File: config.mk
export PLATFORM = sky130hd
export DESIGN_NAME = alu_cmd_sequencer
export DESIGN_NICKNAME = d
export VERILOG_FILES = /design/src/rtl/alu_pkg.sv /design/src/rtl/alu_cmd_fifo.sv /design/src/rtl/alu_cmd_sequencer.sv
export SDC_FILE = /design/constraint.sdc
export NUM_CORES = 1
export LEC_CHECK = 0
export ABC_AREA = 0
export CORE_AREA = 3 3 178 180
export CTS_CLUSTER_DIAMETER = 60
export DETAILED_ROUTE_END_ITERATION = 7
export DIE_AREA = 0 0 181 183
export PLACE_DENSITY = 0.5
export SETUP_SLACK_MARGIN = 0.15
export SLEW_MARGIN = 20
export SYNTH_ARGS = -nofsm -noshare
export SYNTH_HDL_FRONTEND = slang
export SYNTH_SLANG_ARGS = --single-unit
export TNS_END_PERCENT = 5
File: constraint.sdc
create_clock -name clk -period 3.7 [get_ports clk]
set_input_delay 0.74 -clock clk [delete_from_list [all_inputs] [get_ports clk]]
set_output_delay 0.74 -clock clk [all_outputs]
set_load 0.05 [all_outputs]
File: src/rtl/alu_pkg.sv
// Shared types for the ALU command sequencer: opcode encoding and sequencer FSM states.
package alu_pkg;

   localparam int ALU_SEL_W = 3;

   typedef enum logic [ALU_SEL_W-1:0] {
      ALU_ADD = 3'b000,
      ALU_SUB = 3'b001,
      ALU_AND = 3'b010,
      ALU_OR  = 3'b011,
      ALU_XOR = 3'b100,
      ALU_NOT = 3'b101,
      ALU_SHL = 3'b110,
      ALU_SHR = 3'b111
   } alu_sel_e;

   typedef enum logic [1:0] {
      IDLE  = 2'd0,
      ISSUE = 2'd1,
      HOLD  = 2'd2
   } seq_state_e;

endpackage

File: src/rtl/alu_cmd_fifo.sv
// Command FIFO holding {sel, a, b} entries; DEPTH must be a power of two (>= 2),
// with one extra wrap bit on each pointer to tell full from empty.
module alu_cmd_fifo
   import alu_pkg::*;
#(
   parameter int WIDTH = 16,
   parameter int DEPTH = 4
) (
   input  logic                 clk,
   input  logic                 rst,
   input  logic                 push,
   input  logic [ALU_SEL_W-1:0] push_sel,
   input  logic [WIDTH-1:0]     push_a,
   input  logic [WIDTH-1:0]     push_b,
   input  logic                 pop,
   output logic [ALU_SEL_W-1:0] head_sel,
   output logic [WIDTH-1:0]     head_a,
   output logic [WIDTH-1:0]     head_b,
   output logic                 full,
   output logic                 empty
);

   localparam int AW      = $clog2(DEPTH);
   localparam int ENTRY_W = ALU_SEL_W + 2 * WIDTH;

   logic [ENTRY_W-1:0] mem_q [DEPTH];
   logic [AW:0]        wr_ptr_q, wr_ptr_d;
   logic [AW:0]        rd_ptr_q, rd_ptr_d;
   logic               do_push, do_pop;

   assign empty   = (wr_ptr_q == rd_ptr_q);
   assign full    = (wr_ptr_q[AW] != rd_ptr_q[AW]) &&
                    (wr_ptr_q[AW-1:0] == rd_ptr_q[AW-1:0]);
   assign do_push = push && !full;
   assign do_pop  = pop && !empty;

   always_comb begin
      wr_ptr_d = wr_ptr_q + {{AW{1'b0}}, do_push};
      rd_ptr_d = rd_ptr_q + {{AW{1'b0}}, do_pop};
   end

   // NOTE: sequential state uses non-blocking (<=) so every register samples pre-edge values.
   always_ff @(posedge clk or posedge rst) begin
      if (rst) begin
         wr_ptr_q <= '0;
         rd_ptr_q <= '0;
      end else begin
         wr_ptr_q <= wr_ptr_d;
         rd_ptr_q <= rd_ptr_d;
      end
   end

   // NOTE: storage is deliberately not reset; the pointers alone define which entries are live.
   always_ff @(posedge clk) begin
      if (do_push) begin
         mem_q[wr_ptr_q[AW-1:0]] <= {push_sel, push_a, push_b};
      end
   end

   assign {head_sel, head_a, head_b} = mem_q[rd_ptr_q[AW-1:0]];

endmodule

File: src/rtl/alu_cmd_sequencer.sv
// Front end for the combinational ALU: queues commands, issues them one at a time and
// returns results in order. Define ALU_SEQ_FLAGS_EN to add res_zero/res_neg outputs.
module alu_cmd_sequencer
   import alu_pkg::*;
#(
   parameter int WIDTH = 16,
   parameter int DEPTH = 4
) (
   input  logic                 clk,
   input  logic                 rst,
   input  logic                 cmd_valid,
   output logic                 cmd_ready,
   input  logic [ALU_SEL_W-1:0] cmd_sel,
   input  logic [WIDTH-1:0]     cmd_a,
   input  logic [WIDTH-1:0]     cmd_b,
   output logic [WIDTH-1:0]     alu_a,
   output logic [WIDTH-1:0]     alu_b,
   output logic [ALU_SEL_W-1:0] alu_sel,
   input  logic [WIDTH-1:0]     alu_out,
   output logic                 res_valid,
   input  logic                 res_ready,
   output logic [WIDTH-1:0]     res_data,
   output logic [ALU_SEL_W-1:0] res_sel,
   output logic                 busy
`ifdef ALU_SEQ_FLAGS_EN
   ,
   output logic                 res_zero,
   output logic                 res_neg
`endif
);

   seq_state_e           state_q, state_d;
   logic [WIDTH-1:0]     alu_a_q, alu_a_d;
   logic [WIDTH-1:0]     alu_b_q, alu_b_d;
   alu_sel_e             alu_sel_q, alu_sel_d;
   logic                 res_valid_q, res_valid_d;
   logic [WIDTH-1:0]     res_data_q, res_data_d;
   alu_sel_e             res_sel_q, res_sel_d;
`ifdef ALU_SEQ_FLAGS_EN
   logic                 res_zero_q, res_zero_d;
   logic                 res_neg_q, res_neg_d;
`endif

   logic                 fifo_full, fifo_empty, fifo_pop, load;
   logic [ALU_SEL_W-1:0] head_sel;
   logic [WIDTH-1:0]     head_a, head_b;

   alu_cmd_fifo #(
      .WIDTH(WIDTH),
      .DEPTH(DEPTH)
   ) u_fifo (
      .clk      (clk),
      .rst      (rst),
      .push     (cmd_valid),
      .push_sel (cmd_sel),
      .push_a   (cmd_a),
      .push_b   (cmd_b),
      .pop      (fifo_pop),
      .head_sel (head_sel),
      .head_a   (head_a),
      .head_b   (head_b),
      .full     (fifo_full),
      .empty    (fifo_empty)
   );

   // NOTE: every comb output gets a default first so no path can infer a latch.
   always_comb begin
      state_d     = state_q;
      load        = 1'b0;
      alu_a_d     = alu_a_q;
      alu_b_d     = alu_b_q;
      alu_sel_d   = alu_sel_q;
      res_valid_d = res_valid_q;
      res_data_d  = res_data_q;
      res_sel_d   = res_sel_q;
`ifdef ALU_SEQ_FLAGS_EN
      res_zero_d  = res_zero_q;
      res_neg_d   = res_neg_q;
`endif

      case (state_q)
         IDLE: begin
            load = !fifo_empty;
         end
         ISSUE: begin
            res_data_d  = alu_out;
            res_sel_d   = alu_sel_q;
            res_valid_d = 1'b1;
`ifdef ALU_SEQ_FLAGS_EN
            res_zero_d  = (alu_out == '0);
            res_neg_d   = alu_out[WIDTH-1];
`endif
            state_d     = HOLD;
         end
         HOLD: begin
            if (res_valid_q && res_ready) begin
               res_valid_d = 1'b0;
               load        = !fifo_empty;
               state_d     = IDLE;
            end
         end
         default: state_d = IDLE;
      endcase

      // Loading the next command always hands the ALU one cycle before capture.
      if (load) begin
         alu_a_d   = head_a;
         alu_b_d   = head_b;
         alu_sel_d = alu_sel_e'(head_sel);
         state_d   = ISSUE;
      end
   end

   assign fifo_pop = load;

   always_ff @(posedge clk or posedge rst) begin
      if (rst) begin
         state_q     <= IDLE;
         alu_a_q     <= '0;
         alu_b_q     <= '0;
         alu_sel_q   <= ALU_ADD;
         res_valid_q <= 1'b0;
         res_data_q  <= '0;
         res_sel_q   <= ALU_ADD;
`ifdef ALU_SEQ_FLAGS_EN
         res_zero_q  <= 1'b0;
         res_neg_q   <= 1'b0;
`endif
      end else begin
         state_q     <= state_d;
         alu_a_q     <= alu_a_d;
         alu_b_q     <= alu_b_d;
         alu_sel_q   <= alu_sel_d;
         res_valid_q <= res_valid_d;
         res_data_q  <= res_data_d;
         res_sel_q   <= res_sel_d;
`ifdef ALU_SEQ_FLAGS_EN
         res_zero_q  <= res_zero_d;
         res_neg_q   <= res_neg_d;
`endif
      end
   end

   assign cmd_ready = !fifo_full;
   assign busy      = !fifo_empty || (state_q != IDLE);
   assign alu_a     = alu_a_q;
   assign alu_b     = alu_b_q;
   assign alu_sel   = alu_sel_q;
   assign res_valid = res_valid_q;
   assign res_data  = res_data_q;
   assign res_sel   = res_sel_q;
`ifdef ALU_SEQ_FLAGS_EN
   assign res_zero  = res_zero_q;
   assign res_neg   = res_neg_q;
`endif

endmodule

==> impl_results.md, run 1 <==
- Status: complete, no violations
- Initial cell density of the core: 24.7%
- First-pass GRT wire length: 24100 um
- Routed wire per std cell: ~18 um
- PwrDens: ~990 mW/mm^2
- Multiplexer area fraction after synthesis: 18.6%
- Synthesized area: 0.00750 mm^2
- Remaining Overflow, GRT: 0
- Critical path's slowest cell: clkdlybuf4s50_1
- Cells after Synth: 335
- Die Y: 183 um
- Sort of element at the start of the critical path: flop
- Number of buffers added to fix hold violations after cts: 0
- Worst Setup End Kind: output port
- Adder-cell share of the synthesized area: less than 1%
- Placed Instances: 838
- Floorplan core area: 0.0303 mm^2
- Antenna viol nets, final: 0
- Cells along the critical path: xnor2_1, or3_1, clkdlybuf4s50_1
- Flip-flop and latch count after synthesis: 203
- Static power due to leakage: ~3.4 nW
- Largest clock skew in the final design: 10.3 ps
- Setup Total Neg Slack: 0 ps
- Final critical-path required period: around 3100 ps
- Slew headroom: 32.2%
- Share of cells above drive strength 1: 29.7%
- Seq/Total Area, Yosys: 77.0%
- Clk Tree Root Cell: clkbuf_16
- Ratio of routed vias to standard cells: about 4
- Via count: 3613
- Num ports: ~110
- Number of warning messages in the yosys log: 0
- Number of nets in the finished design: between 500 and 600
- Post-synthesis compound-gate area fraction: less than 1%
- Area post-placement: 0.00914 mm^2
- Data required time of the worst path: 2960 ps
- Clock tree from TritonCTS: built
- Synthesized area per cell: about 22 um^2
- Final Cell Area: 0.00995 mm^2
- End-of-flow core utilization: 32.8%
- Weighted congestion reported at the end of routability-driven placement: between 0.6 and 0.7
- Placed wire-length estimate after detailed placement: between 9000 and 10000 um
- Clock buffer count from CTS: 26
- Antenna violations before repair: 0
- Post-synthesis simple-gate area fraction: 0.850%
- Maximum number of pins on one net before global-route repair: 37
- Instance count on the critical path: 3
- Worst hold path type: reg -> reg
- Total of cells resized after clock tree synthesis: 0
- GRT Util Overall: 9.42%
- Peak per-stage delay on the critical path: about 800 ps
- # port buffers: 111
- Worst vdd rail ir drop: 0.366 mV
- Setup repair bufs after CTS: 0
- Syn nets: 394
- Maximum clock path buffer count: 3
- Depth of the CTS H-tree: 1
- Parity-gate share of the synthesized area counting xor and xnor cells: less than 1%
- Combinational family with the most area after synthesis: multiplexers
- Worst-path maximum fanout: 5
- Overall die area: 0.0331 mm^2
- Number of max-cap violations: 0
- Count of standard-cell rows: 64
- Cells on worst reg2reg path: 5
- Number of clock sinks: 203
- Worst Max-Slew Pin Slew: 1010 ps
- Total power after layout: roughly 9.9 mW
- Worst Path Buf+Inv: 1
- Signed area change from the synthesized netlist to the final layout: 32.6%
- Final wirelength: 15800 um
- Setup repair after global routing missed its margin: false
- Crit path kind: reg -> out
- Vias in the first global route: 4024
- Final number of max-transition violations: 0
- Crit share post-route: roughly 83%
- Clock latency on the worst-skew pair: 510 ps
- Largest delay share family, worst path: buffers and inverters
- Worst EP arrival: 2350 ps
- Number of DRC markers after the initial detailed-route iteration: 188
- Drt first pass iters: 4
- Hold Vio Cnt, Final: 0
- Count of unresolved DRC violations after routing: 0
- Finish-stage setup viols: 0
- Hold path cells: 1
- Setup WS post-layout: roughly 600 ps
- Number of library cell types mapped by synthesis: 28
- Post-CTS clock slew at the launch and capture registers of the worst setup and hold paths: 50 ps
- Antenna diode count: 0
- Achievable clock frequency: ~320 MHz
- Die X-Extent: ~180 um
- Hold WS: 493 ps
- Post-Layout Cell Count: 885
- Pre-CTS setup slack: 1020 ps
synthesized netlist by cell type:
cell type / count / share of area [%]
a21boi_0: 1 / 0.10
a21o_1: 1 / 0.10
a21oi_1: 1 / 0.067
a311oi_1: 1 / 0.12
a311oi_4: 1 / 0.35
and3_2: 1 / 0.10
buf_1: 1 / 0.050
buf_2: 3 / 0.20
buf_4: 2 / 0.20
buf_6: 3 / 0.45
clkbuf_1: 4 / 0.20
dfrtp_1: 63 / 21
edfxtp_1: 140 / 56
ha_1: 4 / 0.67
inv_1: 2 / 0.10
mux2_1: 1 / 0.15
mux2_2: 53 / 8.0
mux4_2: 35 / 11
nand2_1: 1 / 0.050
nand4_1: 1 / 0.083
nor2_1: 2 / 0.10
nor2b_1: 2 / 0.17
nor3_1: 1 / 0.067
nor3b_1: 2 / 0.20
o31ai_1: 1 / 0.10
or3_1: 1 / 0.083
xnor2_1: 3 / 0.35
xor2_1: 4 / 0.47
path summary, 6_finish.rpt:
kind / slack (ps) / startpoint / endpoint
worst max-delay path: 610 / u_fifo.rd_ptr_q[2] / cmd_ready
worst min-delay path: 490 / u_fifo.rd_ptr_q[2] / u_fifo.rd_ptr_q[2]
worst max register to register: 1230 / u_fifo.wr_ptr_q[2] / u_fifo.mem_q[3][29]
worst min register to register: 490 / u_fifo.rd_ptr_q[2] / u_fifo.rd_ptr_q[2]
max in group asynchronous: 2370 / rst / res_data[7]
min in group asynchronous: 630 / rst / alu_b[5]
logic make-up after synthesis:
| logic type | after synthesis |
|---|---|
| flip-flops | 203 |
| multiplexers | 89 |
| buffers and inverters | 15 |
| AND/OR/NAND/NOR | 11 |
| XOR/XNOR | 7 |
| AO/OA/AOI/OAI | 6 |
| adder cells (fa/ha/maj) | 4 |
report_power, final:
group | switching (mW) | internal, mW
registers | 0.316 | 3.22
clock network | 0.905 | 1.41
logic | 2.32 | 1.67
sequential cells by signal (all words and copies together), names as in the netlist:
| signal | count |
|---|---|
| u_fifo.mem_q | 140 |
| alu_sel | 3 |
| res_data | 16 |
| state_q | 2 |
| u_fifo.rd_ptr_q | 3 |
| res_sel | 3 |
| u_fifo.wr_ptr_q | 3 |
| alu_b | 16 |
| res_valid | 1 |
| alu_a | 16 |
area by class of cell:
class                           instances  area, um^2
Clock buffer                           37         753
Clock inverter                         10        61.3
Fill cell                            2885       20400
Inverter                                2        8.76
Multi-Input combinational cell        117        1660
Sequential cell                       203        5790
Tap cell                              396         495
Timing Repair Buffer                  120        1190
layout by cell type, fill, tap and decap left out, types with 4 or more instances in the layout:
cell / instances
buf_4: 8
clkbuf_1: 6
dfrtp_1: 61
clkbuf_8: 4
mux4_2: 35
ha_1: 4
clkbuf_16: 27
clkinvlp_4: 4
xor2_1: 4
mux2_2: 53
clkdlybuf4s50_1: 111
edfxtp_1: 140
clkinv_2: 4
per-layer routing:
metal | global-route usage, % | routed length, um | vias to the layer above
li1 | - | - | 1615
met1 | 11.8 | 6810 | 1858
met2 | 16.4 | 7780 | 106
met3 | 2.46 | 830 | 34
met4 | 2.50 | 414 | 0
met5 | 0 | 0 | -
Note: power is estimated with default switching activity, not from simulation.
==> run 2: changes to the inputs <==
==> constraint.sdc (replaced) <==
create_clock -name clk -period 2.6 [get_ports clk]
set_input_delay 0.52 -clock clk [delete_from_list [all_inputs] [get_ports clk]]
set_output_delay 0.52 -clock clk [all_outputs]
set_load 0.05 [all_outputs]
==> impl_results.md, run 2 (synthesis results as in run 1) <==
- Clock tree from TritonCTS: built (unchanged)
- Switching Fraction: 35.8% (was 36.0%)
- Via count: 3675 (was 3613)
- Start point of the critical path: u_fifo.rd_ptr_q[2] (unchanged)
- Antenna diode count: 0 (unchanged)
- PwrDens: 1410 mW/mm^2 (was 990 mW/mm^2)
- Number of buffers added to fix hold violations after cts: 0 (unchanged)
- Routed wire per std cell: 17.4 um (was 17.9 um)
- Final number of max-transition violations: 0 (unchanged)
- Share of cells above drive strength 1: 31.0% (was 29.7%)
- Clock buffer count from CTS: 25 (was 26)
- Worst-path maximum fanout: 4 (was 5)
- Placed wire-length estimate after detailed placement: 9500 um (was 9280 um)
- Clk pwr share: 22.8% (was 23.5%)
- Share of total power in combinational logic: 42.0% (was 40.6%)
- Vias in the first global route: 4092 (was 4024)
- Hold WS: 321 ps (was 493 ps)
- Data required time of the worst path: 2080 ps (was 2960 ps)
- Worst vdd rail ir drop: 0.537 mV (was 0.366 mV)
- End-of-flow core utilization: 33.2% (was 32.8%)
- Max reg flops: 140 (unchanged)
- Status: complete, no violations (unchanged)
- Power Internal: 9.12 mW (was 6.31 mW)
- Worst setup slack for register-to-register paths: 430 ps (was 1230 ps)
- Crit share post-route: 90.9%
- Number of clock sinks: 203 (unchanged)
- Leading cell types in the layout, fill and taps excluded: edfxtp_1, clkdlybuf4s50_1, dfrtp_1 (unchanged)
- Placed Instances: 847 (was 838)
- Depth of the CTS H-tree: 1 (unchanged)
- Ratio of routed vias to standard cells: 4.12 (was 4.08)
- Hold Vio Cnt, Final: 0 (unchanged)
- Overall die area: 0.0331 mm^2 (unchanged)
- Die Y: 183 um (unchanged)
- Maximum number of pins on one net before global-route repair: 38 (was 37)
- Total power after layout: 14.2 mW (was 9.85 mW)
- GRT Util Overall: 9.32% (was 9.42%)
- Final wirelength: 15600 um (was 15800 um)
- Final Cell Area: 0.0101 mm^2 (was 0.00995 mm^2)
- Slew headroom: 46.4% (was 32.2%)
- Die X-Extent: 181 um (unchanged)
- Achievable clock frequency: 423 MHz
- Remaining Overflow, GRT: 0 (unchanged)
- Worst hold path type: in -> async (was reg -> reg)
- Worst Max-Slew Pin Slew: 804 ps (was 1010 ps)
- Multi-input gate area in the final layout: 0.00170 mm^2 (was 0.00166 mm^2)
- Total of fill cells in the finished design: 2866 (was 2885)
- Count of standard-cell rows: 64 (unchanged)
- Crit path kind: reg -> out (unchanged)
- Pre-CTS setup slack: 142 ps (was 1020 ps)
- Setup Total Neg Slack: 0 ps (unchanged)
- Area post-placement: 0.00924 mm^2 (was 0.00914 mm^2)
- Setup WS post-layout: 237 ps (was 614 ps)
- Endpoint of the most critical register-to-register path: u_fifo.mem_q[3][5] (was u_fifo.mem_q[3][29])
- Final critical-path required period: 2360 ps
- Setup repair after global routing missed its margin: false (unchanged)
- Post-Layout Cell Count: 892 (was 885)
- Worst Setup End Kind: output port (unchanged)
- Largest clock skew in the final design: 6.92 ps (was 10.3 ps)
- Post-CTS clock slew at the launch and capture registers of the worst setup and hold paths: 60 ps (was 50 ps)
- Weighted congestion reported at the end of routability-driven placement: 0.652 (was 0.693)
- # port buffers: 111 (unchanged)
- Sort of element at the start of the critical path: flop (unchanged)
- Num ports: 112 (unchanged)
- Finish-stage setup viols: 0 (unchanged)
- Origin of the critical flop-to-flop path: u_fifo.rd_ptr_q[0] (was u_fifo.wr_ptr_q[2])
- Proportion of power drawn by flip-flops and latches: 35.2% (was 35.9%)
- Number of DRC markers after the initial detailed-route iteration: 148 (was 188)
- First-pass GRT wire length: 24100 um (about the same)
- Maximum clock path buffer count: 3 (unchanged)
- Register cell area after layout: 0.00578 mm^2 (was 0.00579 mm^2)
- Clk Tree Root Cell: clkbuf_16 (unchanged)
- Cells on worst reg2reg path: 5 (unchanged)
- Setup repair bufs after CTS: 0 (unchanged)
- Number of max-cap violations: 0 (unchanged)
- Clock latency on the worst-skew pair: 500 ps (was 510 ps)
- Antenna violations before repair: 0 (unchanged)
- Worst EP arrival: 1840 ps (was 2350 ps)
- Initial cell density of the core: 24.7% (unchanged)
- Count of unresolved DRC violations after routing: 0 (unchanged)
- Floorplan core area: 0.0303 mm^2 (unchanged)
- Signed area change from the synthesized netlist to the final layout: 34.1% (was 32.6%)
- Net switching power: 5.09 mW (was 3.54 mW)
- Antenna viol nets, final: 0 (unchanged)
- Most common cell after layout, fill and taps aside: edfxtp_1 (unchanged)
- Drt first pass iters: 4 (unchanged)
- Number of nets in the finished design: 537 (was 529)
- Static power due to leakage: 3.51 nW (was 3.44 nW)
==> run 2: changes by cell type in the layout (fill, tap and decap cells not counted), moves of 2 or more <==
cell,change
buf_4,+8
clkinvlp_4,-4
buf_12,+3
clkbuf_1,+2
clkbuf_8,-2
clkdlybuf4s50_1,-2
xnor2_1,-2
==> run 2: final cells by class <==
class / count / share of cell area [%]
Sequential cell: 203 / 57.5
Multi-Input combinational cell: 117 / 16.9
Timing Repair Buffer: 129 / 12.8
Clock buffer: 36 / 7.04
Tap cell: 396 / 4.92
Clock inverter: 9 / 0.771
Inverter: 2 / 0.0870
==> run 2: worst max path at each step <==
stage / endpoint / slack, ps / depth (start not counted)
finish: cmd_ready / 240 / 4
global route: busy / 160 / 4
CTS: busy / 110 / 4
detailed placement: u_fifo.mem_q[3][21] / 140 / 5
global placement: u_fifo.mem_q[3][20] / 200 / 5
floorplan: u_fifo.mem_q[1][0] / -290 / 3
==> run 2: repair_timing <==
action	4_1_cts	5_1_grt
endpoints found under the setup margin	22	1
gates resized for setup	4	2
pin swaps	1	0
==> run 2: metal layers <==
layer  track usage, %  share of wire, %  up-vias
li1                 -                 -     1631
met1             12.2                44     1897
met2             15.4                47      107
met3             2.22               5.8       40
met4             3.26               2.8        0
met5                0                 0        -
==> run 2: power groups by stage <==
stage / clock network [mW] / logic [mW] / registers [mW]
after floorplan: 0 / 2.55 / 6.53
after global placement: 0 / 5.95 / 5.01
after detailed placement: 0 / 6.02 / 5.07
after CTS: 3.39 / 6.08 / 5.02
after global routing: 3.52 / 6.37 / 5.11
final: 3.24 / 5.97 / 5.00
==> run 2: critical path, cell delays in order (launching register included) <==
cell and delay (ps):
dfrtp_1 400, xnor2_1 160, buf_4 170, or3_1 400, buf_4 210
